$ cat config.mk
export PLATFORM = sky130hd
export DESIGN_NAME = encoder_8to3_pending
export DESIGN_NICKNAME = d
export VERILOG_FILES = /design/src/rtl/encoder_8to3_pending_pkg.sv /design/src/rtl/encoder_8to3_pending_sync_bus.sv /design/src/rtl/encoder_8to3_pending.sv
export SDC_FILE = /design/constraint.sdc
export NUM_CORES = 1
export LEC_CHECK = 0
export ABC_AREA = 1
export CORE_MARGIN = 2
export CORE_UTILIZATION = 30
export CTS_BUF_LIST = sky130_fd_sc_hd__clkbuf_4
export CTS_CLUSTER_DIAMETER = 200
export DETAILED_ROUTE_END_ITERATION = 8
export GPL_TIMING_DRIVEN = 1
export MAX_ROUTING_LAYER = met4
export PLACE_DENSITY_LB_ADDON = 0.05
export SYNTH_ARGS = -nofsm -noshare
export SYNTH_HDL_FRONTEND = slang
export SYNTH_HIERARCHICAL = 1
export SYNTH_SLANG_ARGS = --single-unit
$ cat constraint.sdc
create_clock -name i_clk -period 1.2 [get_ports i_clk]
set_clock_uncertainty 0.2 [all_clocks]
set_input_delay 0.24 -clock i_clk [delete_from_list [all_inputs] [get_ports i_clk]]
set_output_delay 0.24 -clock i_clk [all_outputs]
set_load 0.05 [all_outputs]
$ cat src/rtl/encoder_8to3_pending_pkg.sv
// Shared types and constants for the 8-to-3 pending encoder.
// The priority helper returns the index of the highest set bit, or 0 when none is set.
package encoder_8to3_pending_pkg;

  localparam int NUM_REQ = 8;
  localparam int CODE_W  = 3;

  typedef enum logic {
    ST_IDLE = 1'b0,
    ST_HOLD = 1'b1
  } state_e;

  // The last matching index wins, so bit 7 has the highest priority.
  function automatic logic [CODE_W-1:0] prio_index(input logic [NUM_REQ-1:0] vec);
    logic [CODE_W-1:0] idx;
    idx = '0;
    for (int i = 0; i < NUM_REQ; i++) begin
      if (vec[i]) idx = CODE_W'(i);
    end
    return idx;
  endfunction

endpackage

$ cat src/rtl/encoder_8to3_pending_sync_bus.sv
// Per-bit multi-flop synchroniser for a bus of asynchronous level inputs.
// Each bit is independent; no coherency is implied across the bus.
module encoder_8to3_pending_sync_bus #(
  parameter int WIDTH  = 8,
  parameter int STAGES = 2
) (
  input  logic             i_clk,
  input  logic             i_rst,
  input  logic [WIDTH-1:0] i_d,
  output logic [WIDTH-1:0] o_q
);

  logic [WIDTH-1:0] r_chain [STAGES];

  always_ff @(posedge i_clk or posedge i_rst) begin
    if (i_rst) begin
      for (int i = 0; i < STAGES; i++) r_chain[i] <= '0;
    end else begin
      r_chain[0] <= i_d;
      for (int i = 1; i < STAGES; i++) r_chain[i] <= r_chain[i-1];
    end
  end

  assign o_q = r_chain[STAGES-1];

endmodule

$ cat src/rtl/encoder_8to3_pending.sv
// Sequential 8-to-3 encoder: synchronised rising edges become sticky pending bits,
// granted highest-index first as a registered code with a valid/ready handshake.
module encoder_8to3_pending
  import encoder_8to3_pending_pkg::*;
#(
  parameter int SYNC_STAGES = 2
) (
  input  logic               i_clk,
  input  logic               i_rst,
  input  logic [NUM_REQ-1:0] i_req,
  input  logic               i_enable,
  output logic [CODE_W-1:0]  o_code,
  output logic               o_valid,
  input  logic               i_ready,
  output logic [NUM_REQ-1:0] o_pending
);

  logic [NUM_REQ-1:0] w_sync;
  logic [NUM_REQ-1:0] r_hist;
  logic [NUM_REQ-1:0] w_rise;
  logic [NUM_REQ-1:0] r_pending;
  logic [NUM_REQ-1:0] w_pending_nxt;
  logic [NUM_REQ-1:0] w_clr;
  logic [CODE_W-1:0]  r_code;
  logic [CODE_W-1:0]  w_code_nxt;
  state_e             r_state;
  state_e             w_state_nxt;

  encoder_8to3_pending_sync_bus #(
    .WIDTH  (NUM_REQ),
    .STAGES (SYNC_STAGES)
  ) u_sync (
    .i_clk (i_clk),
    .i_rst (i_rst),
    .i_d   (i_req),
    .o_q   (w_sync)
  );

  // History keeps tracking while disabled so a level held across enable=0 never re-fires.
  assign w_rise = w_sync & ~r_hist;

  always_comb begin
    w_state_nxt = r_state;
    w_code_nxt  = r_code;
    w_clr       = '0;
    case (r_state)
      ST_IDLE: begin
        if (i_enable && (r_pending != '0)) begin
          w_code_nxt  = prio_index(r_pending);
          w_clr       = NUM_REQ'(1) << w_code_nxt;
          w_state_nxt = ST_HOLD;
        end
      end
      ST_HOLD: begin
        if (i_ready) w_state_nxt = ST_IDLE;
      end
    endcase
    // OR-ing the rise after the clear lets a same-cycle set win.
    w_pending_nxt = (r_pending & ~w_clr) | (i_enable ? w_rise : '0);
  end

  always_ff @(posedge i_clk or posedge i_rst) begin
    if (i_rst) begin
      r_hist    <= '0;
      r_pending <= '0;
      r_code    <= '0;
      r_state   <= ST_IDLE;
    end else begin
      r_hist    <= w_sync;
      r_pending <= w_pending_nxt;
      r_code    <= w_code_nxt;
      r_state   <= w_state_nxt;
    end
  end

  assign o_code    = r_code;
  assign o_valid   = (r_state == ST_HOLD);
  assign o_pending = r_pending;

endmodule

; Yosys cells after proc, flatten, opt, wreduce, memory -nomap -nowiden
; Index checks and enable logic that the tools add are counted.
[word_totals]
word_cells = 31
in_bits = 12
ff_bits = 36
[classes]
bitwise = 6
shift = 1
muxes = 15
n_reduce_logical = 3
[ops]
columns = cell, n
row1 = $mux 3, 8
row2 = $mux 8, 3
row3 = $and 8x8->8, 2
row4 = $not 8->8, 2
row5 = $or 8x8->8, 1
row6 = $reduce_bool 8->1, 1
row7 = $shl 1x3->8 const A, 1
row8 = $mux 1, 3
row9 = $pmux 1 s2, 1
row10 = $reduce_and 2->1, 1
row11 = $logic_and 1x1->1, 1
row12 = $not 1->1, 1

; Depth between registers and ports, before layout
; Gate-level depths: netlist (run 1).
[logic_depth]
word_depth = 15
depth_mapped = 9
depth_no_buf = 9

; Modules after synthesis
; The synthesis (run 1) kept the hierarchy.
[by_module_without_submodules]
columns = mod, area_each_um2, cells_per_inst, seq_area_each_um2, n_inst
row1 = encoder_8to3_pending, 855.8, 91, 500.5, 1
row2 = encoder_8to3_pending_sync_bus, 464.2, 25, 400.4, 1

; Worst setup path before layout (run 1)
; OpenSTA, ideal clock, no wires.
[synth_path]
path_kind = reg2reg
start = reg r_pending[6] (netlist: o_pending[6])
end = reg r_pending[6] (netlist: o_pending[6])
slack_ns = -0.381
setup_time_ns = 0.124
stages_incl_launch_ff = 8
arrival_time_ns = 1.257
path_buffers = 0
path_cell_list = dfrtp_1 inv_1 nand2_2 nor2_4 inv_2 nand3_2 o21ai_0 nand2_1
[synth_via]
elab_chain_len = 10
[synth_rtl]
columns = element, line_no
row1 = from (decl), encoder_8to3_pending.sv:21  ; logic [NUM_REQ-1:0] r_pending;
row2 = from (signal assigned), encoder_8to3_pending.sv:70  ; r_pending <= w_pending_nxt;
row3 = $mux 3 (2 in a row), encoder_8to3_pending_pkg.sv:18  ; if (vec[i]) idx = CODE_W'(i);
row4 = $mux 3, encoder_8to3_pending.sv:48  ; if (i_enable && (r_pending != '0)) begin
row5 = $mux 3, encoder_8to3_pending.sv:46  ; case (r_state)
row6 = $shl 1x3->8, encoder_8to3_pending.sv:50  ; w_clr = NUM_REQ'(1) << w_code_nxt;
row7 = $mux 8, encoder_8to3_pending.sv:48
row8 = $mux 8, encoder_8to3_pending.sv:46
row9 = $not 8->8, encoder_8to3_pending.sv:59  ; w_pending_nxt = (r_pending & ~w_clr) | (i_enable ? w_rise : '0);
row10 = $and 8x8->8 *, encoder_8to3_pending.sv:59
row11 = $or 8x8->8 *, encoder_8to3_pending.sv:59
row12 = via w_pending_nxt[6], encoder_8to3_pending.sv:22  ; logic [NUM_REQ-1:0] w_pending_nxt;
; The timed path passes the listed nets; every way through them passes the cells marked *. The select of a mux whose other input is x is not followed.
; A chain may end at the register's enable or synchronous reset.

; Worst setup path in the final report (run 1)
[layout_path]
start = reg r_pending[1] (netlist: o_pending[1])
end = out o_pending[1]
[layout_lines]
columns = element, line_no
row1 = to (decl), encoder_8to3_pending.sv:15  ; output logic [NUM_REQ-1:0] o_pending
; No word-level cell between the ends.

==> impl_metrics.toml, run 1 <==
[power]
vdd_drop_max_uv = 995
cellLeakagePower_nw = 0.981
p_seq_frac = 0.392
pwr-share-comb = 0.445
switching_share = 0.344
p_int_mw = 2.45
clockPowerShare = 0.163
powerDensity_mw_per_mm2 = 1760
power.switching_mw = 1.28
totalPowerFinal_mw = 3.73

[clocking]
clkSlewWorstSetupHoldPaths_ps = 110
numCtsBuffers = 5
htreeDepth = 2
cts_sinks = 36
clk_latency_ps = 330
cts_root_buffer = "clkbuf_4"
cts_tree = "yes"
cts_max_path_buffers = 2

[place]
dp_cells = 202
port_buffers = 23
pre_cts_ws_ps = -376
dpl.hpwl_microns = 1660
globalplace.congestion = 0.816

[status]
violations = "setup timing"
status = "finished with violations"

[synth]
synth_compound_area_frac = 0.0569
synthAdderAreaFrac = 0
synth_common_cells = "36 x dfrtp_1, 26 x nand2_1, 8 x buf_4, 8 x inv_1, 8 x nor2_1"
synth-simple-area-share = 0.175
synth_seq_cells = 36
yosysWarnings = 6
synth_xor_area_frac = 0
synth.most_common_cell = "dfrtp_1"
synth_top_area_frac = 0.682
synth_area_leaders = "dfrtp_1 68%, nand2_1 7.4%, buf_4 4.5%"
yosys.area.top_type = "dfrtp_1"
post_synth_num_cell_types = 20
syn-cell-area_sq_mm = 0.00132
seq_area_frac_synth = 0.682
syn_inst = 116
synth_top_family_by_area = "simple AND/OR/NAND/NOR gates"
synth_ff_type = "dfrtp_1"
async_flop_share = 1.00
synth_edf_count = 0
syn_nets = 128
synthMuxAreaShare = 0
syn_avg_cell_area_sq_um = 11.4

[setup_path]
arrival_ps = 1030
end_kind = "primary output"
crit_fanout = 2
crit_type = "reg -> out"
required_ps = 760
crit_path_start_kind = "flip-flop"

[sta]
fmax_mhz = 679
final.period_utilization = 1.23
period_needed_ps = 1470
maxSlewViolCount = 0
fin_ws_ps = -272
finalHoldViolCount = 0
worstMarginPinSlew_ps = 197
max_slew_margin = 0.869
setup_viol = 24
rsz0062_at_grt = "true"

[worst_hold_path]
min_path_type = "in -> async"

[grt]
grt_pass1_vias = 923
antenna_found_initial = 0
grt_use_total = 0.111
grt_max_degree = 21
grt_pass1_wl_microns = 4070
grt_overflow = 0

[cells_and_area]
finalCoreUtilization = 0.493
antenna_cells = 0
regArea_sq_um = 912
nets = 181
layout.cells.non_filler = 222
drive_gt1_frac = 0.529
fillerInstances = 403
syn_to_final_growth_pct = 60.5
multi_input_area_sq_um = 369

[job]
cap_violations = 0

[floorplanning]
rows = 24
io_pins = 24
start_util = 0.307
dieArea_sq_mm = 0.00495
die_w_microns = 70.3
die_y_microns = 70.3
core_area_sq_mm = 0.00429

[route]
ant_nets = 0
via_per_inst = 4.17
vias = 925
post_drt_wl_per_cell_microns = 11.1
drc = 0
finalWirelength_microns = 2460
dr.pass1.iters = 4
first_iter_violations = 30
-- placed cells by master, fill, tap and decap left out, drive strengths merged --
cell           count
o21ai              8
clkdlybuf4s50     11
inv               14
nand3              4
clkbuf             6
buf               43
nor2              11
nor3               1
a21oi              1
nand4              1
o21bai             2
clkinv             2
nand2             30
dfrtp             36
-- per-stage QoR --
stage	hold WS [ps]	instance area, sq um	setup TNS, ps
2_1_floorplan	-46.3	1350	-2570
3_5_place_dp	135	1880	-3620
5_1_grt	33.3	2120	-7060
4_1_cts	26.5	2060	-5680
3_3_place_gp	132	1880	-3620
6_report	33.6	2120	-5360
-- kinds of logic after synthesis --
| logic type | Yosys count |
|---|---|
| compound gates | 11 |
| simple gates | 47 |
| flops | 36 |
| buf+inv | 22 |
-- repair_timing --
action / CTS / global route
gates cloned: 0 / 0
gates resized for setup: 16 / 15
setup endpoints to repair: 24 / 24
hold endpoints to repair: 0 / 0
buffers inserted: 10 / 2
pin swaps: 3 / 16
hold buffers: 0 / 0
-- cell type report --
cell class                      instances  share of cell area
Sequential cell                        36               0.431
Timing Repair Buffer                   54               0.314
Multi-Input combinational cell         58               0.174
Tap cell                               52              0.0307
Inverter                               14              0.0260
Clock buffer                            6              0.0213
Clock inverter                          2             0.00354
-- worst max-delay path, stage by stage, from the launching register on --
cell and delay (ps):
dfrtp_2 440, buf_6 120, buf_12 130
-- path summary, 6_finish.rpt --
check / endpoint / depth (start not counted) / start / slack, ps
worst max-delay path: o_pending[1] / 2 / o_pending[1]$_DFF_PP0_ / -270
worst min-delay path: o_pending[0]$_DFF_PP0_ / 3 / i_rst / 30
worst max register to register: o_pending[0]$_DFF_PP0_ / 10 / o_pending[1]$_DFF_PP0_ / -260
worst min register to register: u_sync/o_q[7]$_DFF_PP0_ / 0 / u_sync/r_chain[15]$_DFF_PP0_ / 160
max in group asynchronous: o_pending[4]$_DFF_PP0_ / 3 / i_rst / 610
min in group i_clk: u_sync/r_chain[9]$_DFF_PP0_ / 1 / i_req[1] / 130
-- flip-flops by register name (all words and copies together) (netlist names) --
signal / cells
o_pending: 8
o_valid: 1
r_hist: 8
u_sync/r_chain: 8
u_sync/o_q: 8
o_code: 3
-- metal layers --
metal  vias up  part of all wire  global-route usage
met5         -                 0                   -
met4         0             0.017              0.0641
met3         6             0.050              0.0303
met2        24              0.52               0.179
met1       441              0.42               0.123
li1        454                 -                   -
-- power groups by stage --
stage	sequential [mW]	clock, mW	combinational, mW
3_3_place_gp	1.48	0	1.38
4_1_cts	1.46	0.645	1.58
2_1_floorplan	1.80	0	0.349
5_1_grt	1.48	0.703	1.75
3_5_place_dp	1.49	0	1.39
6_report	1.46	0.608	1.66
No activity file was read; power rests on OpenSTA's default activity.
==> run 2, diff against run 1 <==
CORE_MARGIN = unset   (was 2)
==> run 2 against run 1 <==
Against the previous run:
- the flow still finishes with violations (setup timing)
- register-to-register slack hardly changed
- sequential share of layout area is 0.85 points lower
- setup slack worse by 1.2 ps
- highest routed layer unchanged
- utilization is 3.2 points higher
- die area is 5.6% lower
==> impl_metrics.toml, run 2 (same netlist as run 1, synthesis figures left out) <==
[status]
status = "finished with violations"
violations = "setup timing"

[cells_and_area]
layout.cells.non_filler = 225
antenna_cells = 0
nets = 186
final_area_sq_mm = 0.00216
drive_gt1_frac = 0.526
mostFrequentLayoutCell = "dfrtp_1"
syn_to_final_growth_pct = 63.7
mostFrequentLayoutCells = "27 x dfrtp_1, 24 x nand2_1, 21 x buf_4, 13 x buf_12, 13 x buf_6"

[worst_hold_path]
hold_start = "i_req[0]"
min_to = "u_sync/r_chain[8]$_DFF_PP0_"
min_path_type = "in -> reg"
hold_depth = 1

[setup_path]
reg2reg_from = "o_pending[1]$_DFF_PP0_"
worstReg2RegEnd = "o_pending[0]$_DFF_PP0_"
rrSetupSlack_ps = -260
timing.critical_path.buf_inv = 2
crit_path_start_kind = "flip-flop"
crit_type = "reg -> out"
r2r_cells = 10
crit_chain = "buf_6 > buf_12"
slowest_stage = "dfrtp_2"
max_stage_delay_ps = 430
crit_fanout = 2
required_ps = 760
arrival_ps = 1030
cp_top_family = "flip-flops"
end_kind = "primary output"

[job]
cap_violations = 0

[power]
powerDensity_mw_per_mm2 = 1790
cellLeakagePower_nw = 1.02
vdd_drop_max_uv = 853

[sta]
max_slew_margin = 0.864
worstMarginPinSlew_ps = 204
final.period_utilization = 1.23
fin_ws_ps = -274
setup_viol = 24
maxSlewViolCount = 0
finalHoldViolCount = 0
rsz0062_at_grt = "true"
holdWs_ps = 124
period_needed_ps = 1470
tns_ps = -5510
fmax_mhz = 679

[grt]
grt_pass1_wl_microns = 4130
grt_overflow = 0
grt_use_total = 0.133
antenna_found_initial = 0
grt_max_degree = 21
grt_pass1_vias = 951

[floorplanning]
core_area_sq_mm = 0.00412
start_util = 0.321
die_y_microns = 68.3
rows = 23
die_w_microns = 68.3
io_pins = 24
dieArea_sq_mm = 0.00467

[route]
post_drt_wl_per_cell_microns = 10.8
drc = 0
ant_nets = 0
vias = 933
first_iter_violations = 9
dr.pass1.iters = 3
via_per_inst = 4.15
finalWirelength_microns = 2430

[clocking]
clk_latency_ps = 340
cts_max_path_buffers = 2
numCtsBuffers = 5
cts_root_buffer = "clkbuf_4"
clkSlewWorstSetupHoldPaths_ps = 100
cts_tree = "yes"
htreeDepth = 2
cts_sinks = 36

[place]
globalplace.congestion = 0.807
dpl.hpwl_microns = 1680
dp_cells = 200
pre_cts_ws_ps = -390
placed_area_sq_mm = 0.00186
port_buffers = 23
==> run 2: cell count changes in the layout (fill, tap and decap cells not counted), moves of 2 or more <==
cell	previous run	this run
inv_1	3	5
nand2_2	6	3
nand2_4	1	3
buf_4	14	21
inv_2	10	7
buf_6	15	13
clkinv_1	2	0
==> run 2: final cells by class <==
class,instances,area (sq um)
multi-input cells,58,387
fillers,380,1950
flip-flops and latches,36,912
inverters,14,57.6
well taps,50,62.6
clock buffers,7,52.6
clock inverters,1,5.00
repair buffers,59,684
==> run 2: stage by stage <==
stage,utilization,power [mW]
floorplan,-,2.15
global placement,0.452,2.86
detailed placement,0.452,2.87
CTS,0.513,3.79
global route,0.525,4.06
finish,0.525,3.86
==> run 2: per-layer routing <==
| metal | track usage | routed length [microns] | up-vias |
|---|---|---|---|
| met1 | 0.141 | 974 | 436 |
| met4 | 0.0859 | 77 | 0 |
| li1 | - | - | 467 |
| met3 | 0.0350 | 89 | 8 |
| met2 | 0.217 | 1290 | 22 |
| met5 | - | 0 | - |
==> run 2: worst max path at each step <==
stage                                 startpoint  cells past startpoint                     end
after floorplan           o_pending[7]$_DFF_PP0_                      7   o_code[0]$_DFFE_PP0P_
after global placement                  i_enable                      5  o_pending[6]$_DFF_PP0_
after detailed placement                i_enable                      5  o_pending[6]$_DFF_PP0_
after CTS                 o_pending[2]$_DFF_PP0_                      2            o_pending[2]
after global routing      o_pending[1]$_DFF_PP0_                     10  o_pending[0]$_DFF_PP0_
final                     o_pending[7]$_DFF_PP0_                      2            o_pending[7]
==> run 2: repair_timing <==
item	in CTS	in global routing
pin swaps	11	11
hold buffers	1	0
gates resized for setup	26	4
setup buffers	12	4
endpoints found under the setup margin	24	24
hold endpoints to repair	6	0
==> run 2: power by group <==
group / switching (mW) / internal, mW
sequential: 0.103 / 1.36
clock: 0.382 / 0.273
combinational: 0.851 / 0.894
==> run 2: worst register-to-register path, stage by stage, from the launching register on <==
cell,delay [ps]
dfrtp_2,430
buf_6,130
nand2_2,50
nand2_1,50
nand2_1,100
nand2_4,90
buf_6,130
inv_2,40
nand3_2,50
nand2_1,50
nand2_1,50
==> run 3, diff against run 2 <==
CORE_ASPECT_RATIO = 1.1   (was unset)
MAX_ROUTING_LAYER = unset   (was met4)
==> run 3 against run 2 <==
Against the previous run:
- the flow still finishes with violations (setup timing)
- hold slack gained 1.3 ps
- sequential power is essentially flat
- global-route usage shrank 0.68 points
- clock power shrank 1%
- design area shrank 2.4%
- combinational power shrank 6%
- wire length shrank 1.8%
- sequential cell count is the same
- first-iteration DRC count grew 89%
- critical endpoint is now o_pending[2]
- largest cell class unchanged
==> impl_metrics.toml, run 3 (same netlist as run 1, synthesis figures left out) <==
[power]
powerDensity_mw_per_mm2 = 1770
clockPowerShare = 0.173
power.switching_mw = 1.32
vdd_drop_max_uv = 834
pwr-share-comb = 0.435
switching_share = 0.352
p_seq_frac = 0.392
p_int_mw = 2.42
cellLeakagePower_nw = 0.984
totalPowerFinal_mw = 3.74

[job]
cap_violations = 0

[sta]
max_slew_margin = 0.868
maxSlewViolCount = 0
period_needed_ps = 1500
holdWs_ps = 125
final.period_utilization = 1.25
fmax_mhz = 667
setup_viol = 24
fin_ws_ps = -300
worstMarginPinSlew_ps = 198
finalHoldViolCount = 0
rsz0062_at_grt = "true"

[cells_and_area]
drive_gt1_frac = 0.506
antenna_cells = 0
nets = 181
fillerInstances = 397
mostFrequentLayoutCells = "27 x dfrtp_1, 25 x nand2_1, 15 x buf_4, 14 x buf_6, 13 x buf_12"
finalCoreUtilization = 0.517
mostFrequentLayoutCell = "dfrtp_1"
syn_to_final_growth_pct = 59.8

[floorplanning]
die_w_microns = 65.2
rows = 24
core_area_sq_mm = 0.00408
start_util = 0.323
dieArea_sq_mm = 0.00467
io_pins = 24
die_y_microns = 71.6

[route]
post_drt_wl_per_cell_microns = 10.7
first_iter_violations = 17
dr.pass1.iters = 2
finalWirelength_microns = 2390
via_per_inst = 4.18
ant_nets = 0
vias = 927
drc = 0

[setup_path]
crit_chain = "buf_6 > buf_12"
end_kind = "primary output"
required_ps = 760
max_stage_delay_ps = 450
slowest_stage = "dfrtp_2"
crit_path_start_kind = "flip-flop"
arrival_ps = 1060
crit_fanout = 3
crit_type = "reg -> out"

[grt]
grt_pass1_vias = 949
grt_pass1_wl_microns = 4280
grt_max_degree = 21
antenna_found_initial = 0
grt_overflow = 0
grt_use_total = 0.126

[clocking]
cts_root_buffer = "clkbuf_4"
cts_tree = "yes"
clk_latency_ps = 340
clkSlewWorstSetupHoldPaths_ps = 110
cts_sinks = 36
numCtsBuffers = 5
cts_max_path_buffers = 2
htreeDepth = 2

[status]
violations = "setup timing"
status = "finished with violations"

[place]
pre_cts_ws_ps = -389
dpl.hpwl_microns = 1730
globalplace.congestion = 0.712
port_buffers = 23

[worst_hold_path]
min_path_type = "in -> reg"
==> run 3: cell count changes in the layout (fill, tap and decap cells not counted), sizes merged <==
cell	delta
buf	-5
clkbuf	-2
clkinvlp	+1
inv	+1
==> run 3: power by group through the flow <==
stage | Sequential [mW] | Clock [mW] | Combinational, mW
finish | 1.47 | 0.647 | 1.63
global route | 1.49 | 0.744 | 1.73
CTS | 1.47 | 0.687 | 1.62
detailed placement | 1.49 | 0 | 1.39
global placement | 1.48 | 0 | 1.38
floorplan | 1.80 | 0 | 0.349
==> run 3: path summary, 6_finish.rpt <==
kind                       cells past startpoint                      endpoint                          from  slack (ps)
max                                            2                  o_pending[2]        o_pending[2]$_DFF_PP0_        -300
min                                            1  u_sync/r_chain[11]$_DFF_PP0_                      i_req[3]         130
max reg2reg                                    9        o_pending[2]$_DFF_PP0_        o_pending[7]$_DFF_PP0_        -250
min reg2reg                                    0       u_sync/o_q[3]$_DFF_PP0_  u_sync/r_chain[11]$_DFF_PP0_         160
max in group asynchronous                      4             o_valid$_DFF_PP0_                         i_rst          50
min in group asynchronous                      4       u_sync/o_q[0]$_DFF_PP0_                         i_rst         540
==> run 3: worst max-delay path, delay by kind of cell, from the launching register on <==
family	cells	cell delay [ps]
buffers and inverters	2	270
flip-flops	1	450
==> run 3: timing repair <==
item / CTS / global route
endpoints found under the setup margin: 24 / 24
hold endpoints to repair: 5 / 0
hold buffers: 1 / 0
gates cloned: 0 / 0
buffers inserted: 11 / 0
resized for setup: 23 / 4
pin swaps: 3 / 13
==> run 3: area by class of cell <==
class                      instances  area, sq um  area share
sequential                        36          912       0.432
multi-input combinational         58          365       0.173
tap                               52         65.1      0.0308
clock buffer                       5         37.5      0.0178
timing repair buffer              54          651       0.308
inverter                          14         57.6      0.0273
clock inverter                     3         21.3      0.0101
==> run 3: metal layers <==
metal  track usage  part of all wire
met5             0                 0
met4        0.0580             0.020
met3        0.0430             0.042
met2         0.211              0.54
met1         0.143              0.40
==> run 3: stage by stage <==
stage / TNS, ps / cell area (sq um) / instances
finish: -5260 / 2110 / 222
global route: -6840 / 2110 / 222
CTS: -6000 / 2090 / 222
detailed placement: -3720 / 1860 / 202
global placement: -3620 / 1860 / 202
floorplan: -2570 / 1350 / 116
